<file path="src/rtl/mul_unit_if.sv">
// Request/response bundle between the EX stage and the RV32M multiply controller.
interface mul_unit_if;
  logic        start_i;
  logic [1:0]  op_i;
  logic [31:0] rs1_i;
  logic [31:0] rs2_i;
  logic        flush_i;
  logic        busy_o;
  logic        done_o;
  logic [31:0] result_o;

  modport master (
    output start_i, op_i, rs1_i, rs2_i, flush_i,
    input  busy_o, done_o, result_o
  );

  modport slave (
    input  start_i, op_i, rs1_i, rs2_i, flush_i,
    output busy_o, done_o, result_o
  );
endinterface

</file>
<file path="src/rtl/mul_unit.sv">
// Multi-cycle RV32M MUL/MULH/MULHSU/MULHU controller around a 32x32 unsigned multiplier.
// Optional MUL_FUSE_EN: single-entry product cache letting repeated operand pairs skip MUL/FIX.
module unsigned_mul (
  input  logic [31:0] a_i,
  input  logic [31:0] b_i,
  output logic [63:0] res_o
);
  assign res_o = {32'd0, a_i} * {32'd0, b_i};
endmodule

module mul_unit (
  input  logic      clk,
  input  logic      rst,
  mul_unit_if.slave mif
);
  localparam logic [1:0] OP_MUL    = 2'b00;
  localparam logic [1:0] OP_MULH   = 2'b01;
  localparam logic [1:0] OP_MULHSU = 2'b10;

  typedef enum logic [1:0] {S_IDLE, S_MUL, S_FIX, S_DONE} state_t;

  state_t      state, state_nxt;
  logic [1:0]  op_q;
  logic [31:0] a_q, b_q;
  logic        neg_q;
  logic [63:0] prod_q;
  logic [31:0] result_q;
  logic [63:0] mul_res;

  logic        sa_in, sb_in, neg_in, accept, hit;
  logic [31:0] mag_a, mag_b, sel_res;

  // Operand conditioning: magnitude only for operands the op treats as signed.
  always_comb begin
    sa_in  = (mif.op_i == OP_MULH) || (mif.op_i == OP_MULHSU);
    sb_in  = (mif.op_i == OP_MULH);
    mag_a  = (sa_in && mif.rs1_i[31]) ? (~mif.rs1_i + 32'd1) : mif.rs1_i;
    mag_b  = (sb_in && mif.rs2_i[31]) ? (~mif.rs2_i + 32'd1) : mif.rs2_i;
    neg_in = (sa_in & mif.rs1_i[31]) ^ (sb_in & mif.rs2_i[31]);
    accept = (state == S_IDLE) && mif.start_i && !mif.flush_i;
  end

  unsigned_mul u_mul (
    .a_i   (a_q),
    .b_i   (b_q),
    .res_o (mul_res)
  );

`ifdef MUL_FUSE_EN
  logic [63:0] c_prod;
  logic [31:0] c_rs1, c_rs2, rs1_q, rs2_q;
  logic        c_sa, c_sb, c_valid, sa_q, sb_q, hit_q;

  // MUL only uses the low half, which is identical for every sign class.
  assign hit = c_valid && (mif.rs1_i == c_rs1) && (mif.rs2_i == c_rs2) &&
               ((mif.op_i == OP_MUL) || ((sa_in == c_sa) && (sb_in == c_sb)));
`else
  assign hit = 1'b0;
`endif

  // State register
  always_ff @(posedge clk) begin
    if (rst) state <= S_IDLE;
    else     state <= state_nxt;
  end

  // Next-state logic
  always_comb begin
    state_nxt = state;
    case (state)
      S_IDLE: if (accept) state_nxt = hit ? S_DONE : S_MUL;
      S_MUL:  state_nxt = mif.flush_i ? S_IDLE : S_FIX;
      S_FIX:  state_nxt = mif.flush_i ? S_IDLE : S_DONE;
      S_DONE: state_nxt = S_IDLE;
      default: state_nxt = S_IDLE;
    endcase
  end

  // Outputs: result is driven live during DONE, then held from result_q.
  always_comb begin
    sel_res      = (op_q == OP_MUL) ? prod_q[31:0] : prod_q[63:32];
    mif.busy_o   = (state != S_IDLE);
    mif.done_o   = (state == S_DONE) && !mif.flush_i;
    mif.result_o = mif.done_o ? sel_res : result_q;
  end

  // Datapath
  always_ff @(posedge clk) begin
    if (rst) begin
      op_q     <= 2'd0;
      a_q      <= 32'd0;
      b_q      <= 32'd0;
      neg_q    <= 1'b0;
      prod_q   <= 64'd0;
      result_q <= 32'd0;
    end else begin
      case (state)
        S_IDLE: if (accept) begin
          op_q  <= mif.op_i;
          a_q   <= mag_a;
          b_q   <= mag_b;
          neg_q <= neg_in;
`ifdef MUL_FUSE_EN
          if (hit) prod_q <= c_prod;
`endif
        end
        S_MUL:  prod_q <= mul_res;
        S_FIX:  if (neg_q) prod_q <= ~prod_q + 64'd1;
        default: ;
      endcase
      if (mif.done_o) result_q <= sel_res;
    end
  end

`ifdef MUL_FUSE_EN
  always_ff @(posedge clk) begin
    if (rst) begin
      c_prod  <= 64'd0;
      c_rs1   <= 32'd0;
      c_rs2   <= 32'd0;
      c_sa    <= 1'b0;
      c_sb    <= 1'b0;
      c_valid <= 1'b0;
      rs1_q   <= 32'd0;
      rs2_q   <= 32'd0;
      sa_q    <= 1'b0;
      sb_q    <= 1'b0;
      hit_q   <= 1'b0;
    end else begin
      if (accept) begin
        rs1_q <= mif.rs1_i;
        rs2_q <= mif.rs2_i;
        sa_q  <= sa_in;
        sb_q  <= sb_in;
        hit_q <= hit;
      end
      if ((state != S_IDLE) && mif.flush_i) begin
        c_valid <= 1'b0;
      end else if (mif.done_o && !hit_q) begin
        c_prod  <= prod_q;
        c_rs1   <= rs1_q;
        c_rs2   <= rs2_q;
        c_sa    <= sa_q;
        c_sb    <= sb_q;
        c_valid <= 1'b1;
      end
    end
  end
`endif
endmodule

</file>
<file path="src/flat_wrapper.sv">
// flat-port wrapper written by rule: the top's interface ports become plain ports
module mul_unit_flat 
  (clk, rst, mif_start_i, mif_op_i, mif_rs1_i, mif_rs2_i, mif_flush_i, mif_busy_o, mif_done_o, mif_result_o);
  mul_unit_if mif_i ();
  input  logic clk;
  input  logic rst;
  input wire logic [$bits(mif_i.start_i)-1:0] mif_start_i;
  input wire logic [$bits(mif_i.op_i)-1:0] mif_op_i;
  input wire logic [$bits(mif_i.rs1_i)-1:0] mif_rs1_i;
  input wire logic [$bits(mif_i.rs2_i)-1:0] mif_rs2_i;
  input wire logic [$bits(mif_i.flush_i)-1:0] mif_flush_i;
  output wire logic [$bits(mif_i.busy_o)-1:0] mif_busy_o;
  output wire logic [$bits(mif_i.done_o)-1:0] mif_done_o;
  output wire logic [$bits(mif_i.result_o)-1:0] mif_result_o;
  assign mif_i.start_i = mif_start_i;
  assign mif_i.op_i = mif_op_i;
  assign mif_i.rs1_i = mif_rs1_i;
  assign mif_i.rs2_i = mif_rs2_i;
  assign mif_i.flush_i = mif_flush_i;
  assign mif_busy_o = mif_i.busy_o;
  assign mif_done_o = mif_i.done_o;
  assign mif_result_o = mif_i.result_o;
  mul_unit u_core (.clk(clk), .rst(rst), .mif(mif_i));
endmodule
</file>
<file path="config.mk">
export PLATFORM = sky130hd
export DESIGN_NAME = mul_unit_flat
export DESIGN_NICKNAME = d
export VERILOG_FILES = /design/src/rtl/mul_unit_if.sv /design/src/rtl/mul_unit.sv /design/src/flat_wrapper.sv
export SDC_FILE = /design/constraint.sdc
export NUM_CORES = 2
export LEC_CHECK = 0
export BUFFER_PORTS_ARGS = -buffer_cell sky130_fd_sc_hd__buf_2
export CORE_AREA = 8 8 357 359
export CTS_CLUSTER_SIZE = 40
export DETAILED_ROUTE_END_ITERATION = 6
export DIE_AREA = 0 0 365 367
export PLACE_DENSITY = 0.62
export SYNTH_ARGS = -nofsm -noshare
export SYNTH_HDL_FRONTEND = slang
export SYNTH_SLANG_ARGS = --single-unit
</file>
<file path="constraint.sdc">
create_clock -name clk -period 7.2 [get_ports clk]
set_input_delay 1.44 -clock clk [delete_from_list [all_inputs] [get_ports clk]]
set_output_delay 1.44 -clock clk [all_outputs]
set_load 0.005 [all_outputs]
</file>
==> summary.md <==
| Metric | Value |
|---|---|
| Run status | finished, violations left |
| Failing checks | negative setup slack |
| Top fanout value on the critical path | 4 |
| Worst path arrival time | between 7 and 8 ns |
| Hold crit path type | flop to flop |
| Routed len/inst | roughly 19 um |
| Post-route standard cell area excluding fillers | 0.0498 sq mm |
| Worst hold endpoint | u_core.op_q[0] |
| Commonest cells after routing, fill and taps aside | fa_1 (858), inv_1 (849), nand2_1 (609) |
| Horizontal extent of the die | approximately 370 um |
| Standard-cell rows | 128 |
| Via count of the first global-routing pass | 36400 |
| Clock latency at the later pin of the worst-skew pair | about 0.52 ns |
| Critical path class | flop to flop |
| Global route overflow | 0 |
| TritonCTS Buffers | 17 |
| H-tree depth | 4 |
| Routed Wire Length | roughly 130000 um |
| Full die area | roughly 0.13 sq mm |
| Kind of start point of the critical path | flop |
| Routability congestion estimate | approximately 0.9 |
| Count of flip-flops with a built-in enable after synthesis | 0 |
| Worst hold slack across all endpoints | ~0.50 ns |
| Most common flop cell mapped by yosys | dfxtp_1 |
| Total negative slack for setup checks | -1.63 ns |
| Leakage power summed over all cells | between 20 and 25 nW |
| Global-route wire length before repair | 206000 um |
| Final clock skew | roughly 0.023 ns |
| Slew at the pin closest to its max-slew limit | between 1 and 1.5 ns |
| Total of flip-flops plus latches after synthesis | approximately 170 |
| CTS root buf | clkbuf_16 |
| Reg-to-reg critical path endpoint | u_core.prod_q[59] |
| Total via count after detailed routing | between 30000 and 40000 |
| Startpoint of the most critical hold path | u_core.op_q[0] |
| Number of warnings reported in the yosys synthesis log | 0 |
| Crit end category | flop |
| Net count after synthesis | about 6000 |
| Critical path data required time | around 7.6 ns |
| Final critical-path required period | around 7.4 ns |
| RSZ-0062 raised after global routing | true |
| Maximum clock path buffer count | 2 |
| CTS Hold Buffers Added | 0 |
| Via density | ~5.1 |
| Initial antenna violation count | 19 |
| DRC violation count after routing | 0 |
| Number of distinct library cell variants in the gate-level netlist after synthesis | 81 |
| Synthesis-to-finish area growth | 17.7% |
| Clock Sink Count | between 150 and 200 |
| Total track usage | about a fifth |
| Critical register-to-register path startpoint | u_core.a_q[5] |
| Number of maximum-capacitance constraint violations | 0 |
| Final hold vios | 0 |
| Antenna violation net count after detailed routing | 0 |
| Layout cells sized above 1 | between 15 and 20% |
| TritonCTS clock tree | done |
| Top-level I/O count | 104 |
| Placement Cell Area | between 0.04 and 0.05 sq mm |
| Slew Limit Fails | 0 |
| Detailed-routing iteration count for the pre-antenna-repair pass | 5 |
| Max Clk Rate | about 140 MHz |
| Worst slew margin | 16.4% |
| Final total power | 6.08 mW |
| NumNets Final | approximately 6400 |
| Number of port buffers | slightly above 100 |
| Post-synthesis sequential area ratio | about 7.8% |
| Synthesized cell area | ~0.042 sq mm |
| Worst Reg-to-Reg Cells | 24 |
| Period Utilization, post-route | 103% |
| Cells after Synth | about 4900 |
| Final setup violating endpoints | 18 |
| Vertical extent of the die | ~370 um |
| Syn avg cell area | 8.71 sq um |
| Pin count of the biggest net entering global routing | between 80 and 90 |
| Detailed router's first-iteration violation count | 2571 |
| Async set-reset flop share out of synthesis | 0% |
| Most common cell after layout, fill and taps aside | fa_1 |
| Setup slack on the worst flop-to-flop path | -0.19 ns |
| Post-layout worst setup margin | -0.188 ns |
| Min-Delay Path Depth | 2 |
| Worst supply voltage drop on vdd | between 0.15 and 0.2 mV |
| Layout Utilization | 41.0% |
| Area of the core | 0.121 sq mm |
| CTS clk-pin slew, worst paths | 0.08 ns |
| Power per Cell Area | ~120 mW/mm^2 |
| Half-perimeter wire length after detailed placement | about 110000 um |
| Starting density of the core | 34.9% |
==> flip-flops by register name, indices dropped and copies added, names as in the netlist <==
register / count
u_core.prod_q: 64
u_core.a_q: 32
u_core.b_q: 32
u_core.result_q: 32
u_core.op_q: 2
u_core.state: 2
u_core.neg_q: 1
==> kinds of logic after synthesis <==
group	count (synthesis)	share of synthesized area, %
flip-flops	165	7.81
adder cells (fa/ha/maj)	1163	50.3
XOR/XNOR	120	2.48
AND/OR/NAND/NOR	1639	19.6
multiplexers	35	0.831
buffers and inverters	1170	10.4
AO/OA/AOI/OAI	563	8.59
==> synthesized netlist by cell type (5+ instances only) <==
master / instances / area share [%]
a21oi_1: 145 / 1.7
mux2i_1: 34 / 0.80
ha_1: 267 / 7.9
or3_1: 26 / 0.38
nor2b_1: 6 / 0.089
o21bai_1: 16 / 0.28
or4_1: 14 / 0.25
o211ai_1: 21 / 0.37
o21ai_0: 129 / 1.5
and3_1: 10 / 0.15
a22oi_1: 10 / 0.18
fa_1: 896 / 42
buf_2: 5 / 0.059
inv_1: 866 / 7.7
a311oi_1: 11 / 0.23
a21o_1: 29 / 0.51
o22ai_1: 10 / 0.15
clkbuf_1: 295 / 2.6
nand3_1: 30 / 0.35
xnor2_1: 64 / 1.3
nor4_1: 22 / 0.33
dfxtp_1: 165 / 7.8
xor2_1: 56 / 1.2
and2_1: 627 / 9.3
a211oi_1: 76 / 1.3
nor3_1: 44 / 0.52
nand2b_1: 11 / 0.16
o41ai_1: 5 / 0.10
nor2_1: 176 / 1.6
o31ai_1: 24 / 0.43
a2111oi_0: 7 / 0.14
a31oi_1: 19 / 0.28
nand2_1: 618 / 5.5
o21a_1: 11 / 0.20
nand4_1: 21 / 0.31
or2_2: 8 / 0.12
==> metal layers <==
layer | share of wire (%) | up-vias | track usage, %
met4 | 1.9 | 12 | 3.81
met2 | 45 | 1228 | 30.1
li1 | - | 15400 | -
met1 | 45 | 17700 | 27.4
met5 | 0.060 | - | 0
met3 | 7.5 | 172 | 3.70
==> timing repair <==
action	CTS	global route
cloned	2	1
resized for setup	187	136
pin swaps	143	146
setup endpoints to repair	39	44
buffers inserted	39	25
==> layout make-up <==
cell class / count / area (sq um)
Fill cell: 12100 / 71600
Multi-Input combinational cell: 3520 / 35600
Timing Repair Buffer: 548 / 4870
Sequential cell: 165 / 3390
Inverter: 867 / 3250
Tap cell: 1625 / 2030
Clock buffer: 17 / 425
Clock inverter: 15 / 205
Antenna cell: 10 / 25.0
==> where the power goes <==
part | total (mW) | internal, mW | switching [mW]
logic | 3.99 | 1.74 | 2.25
clock network | 1.04 | 0.506 | 0.532
registers | 1.06 | 0.963 | 0.0938
total | 6.08 | 3.20 | 2.88
==> metrics by stage <==
step / cells / setup WS (ns)
after floorplan: 4855 / 0.00223
after global placement: 6661 / -0.518
after detailed placement: 6661 / -0.655
after CTS: 6734 / -0.174
after global routing: 6762 / -0.430
final: 6767 / -0.188
==> critical path, stage by stage, from the launching register on <==
cell	delay, ns
dfxtp_4	0.37
buf_6	0.13
buf_12	0.12
and2_1	0.15
fa_1	0.48
fa_1	0.54
fa_1	0.54
fa_1	0.52
fa_1	0.60
fa_2	0.44
fa_2	0.59
inv_2	0.06
fa_1	0.53
inv_2	0.05
ha_4	0.28
buf_6	0.10
nand2_1	0.07
o21ai_1	0.16
a31o_2	0.21
a21oi_2	0.04
o211a_1	0.22
o21a_4	0.14
o41ai_4	0.45
xnor2_1	0.14
a2111oi_2	0.35
==> worst max path at each step <==
stage / from / slack (ns) / cells past startpoint / end
global placement: u_core.a_q[10] / -0.52 / 24 / u_core.prod_q[57]
detailed placement: u_core.b_q[2] / -0.66 / 26 / u_core.prod_q[53]
CTS: u_core.a_q[8] / -0.17 / 25 / u_core.prod_q[58]
finish: u_core.a_q[5] / -0.19 / 24 / u_core.prod_q[59]
floorplan: u_core.b_q[5] / 0.002 / 26 / u_core.prod_q[63]
global route: u_core.a_q[14] / -0.43 / 26 / u_core.prod_q[59]
(Power assumes the default switching activity.)
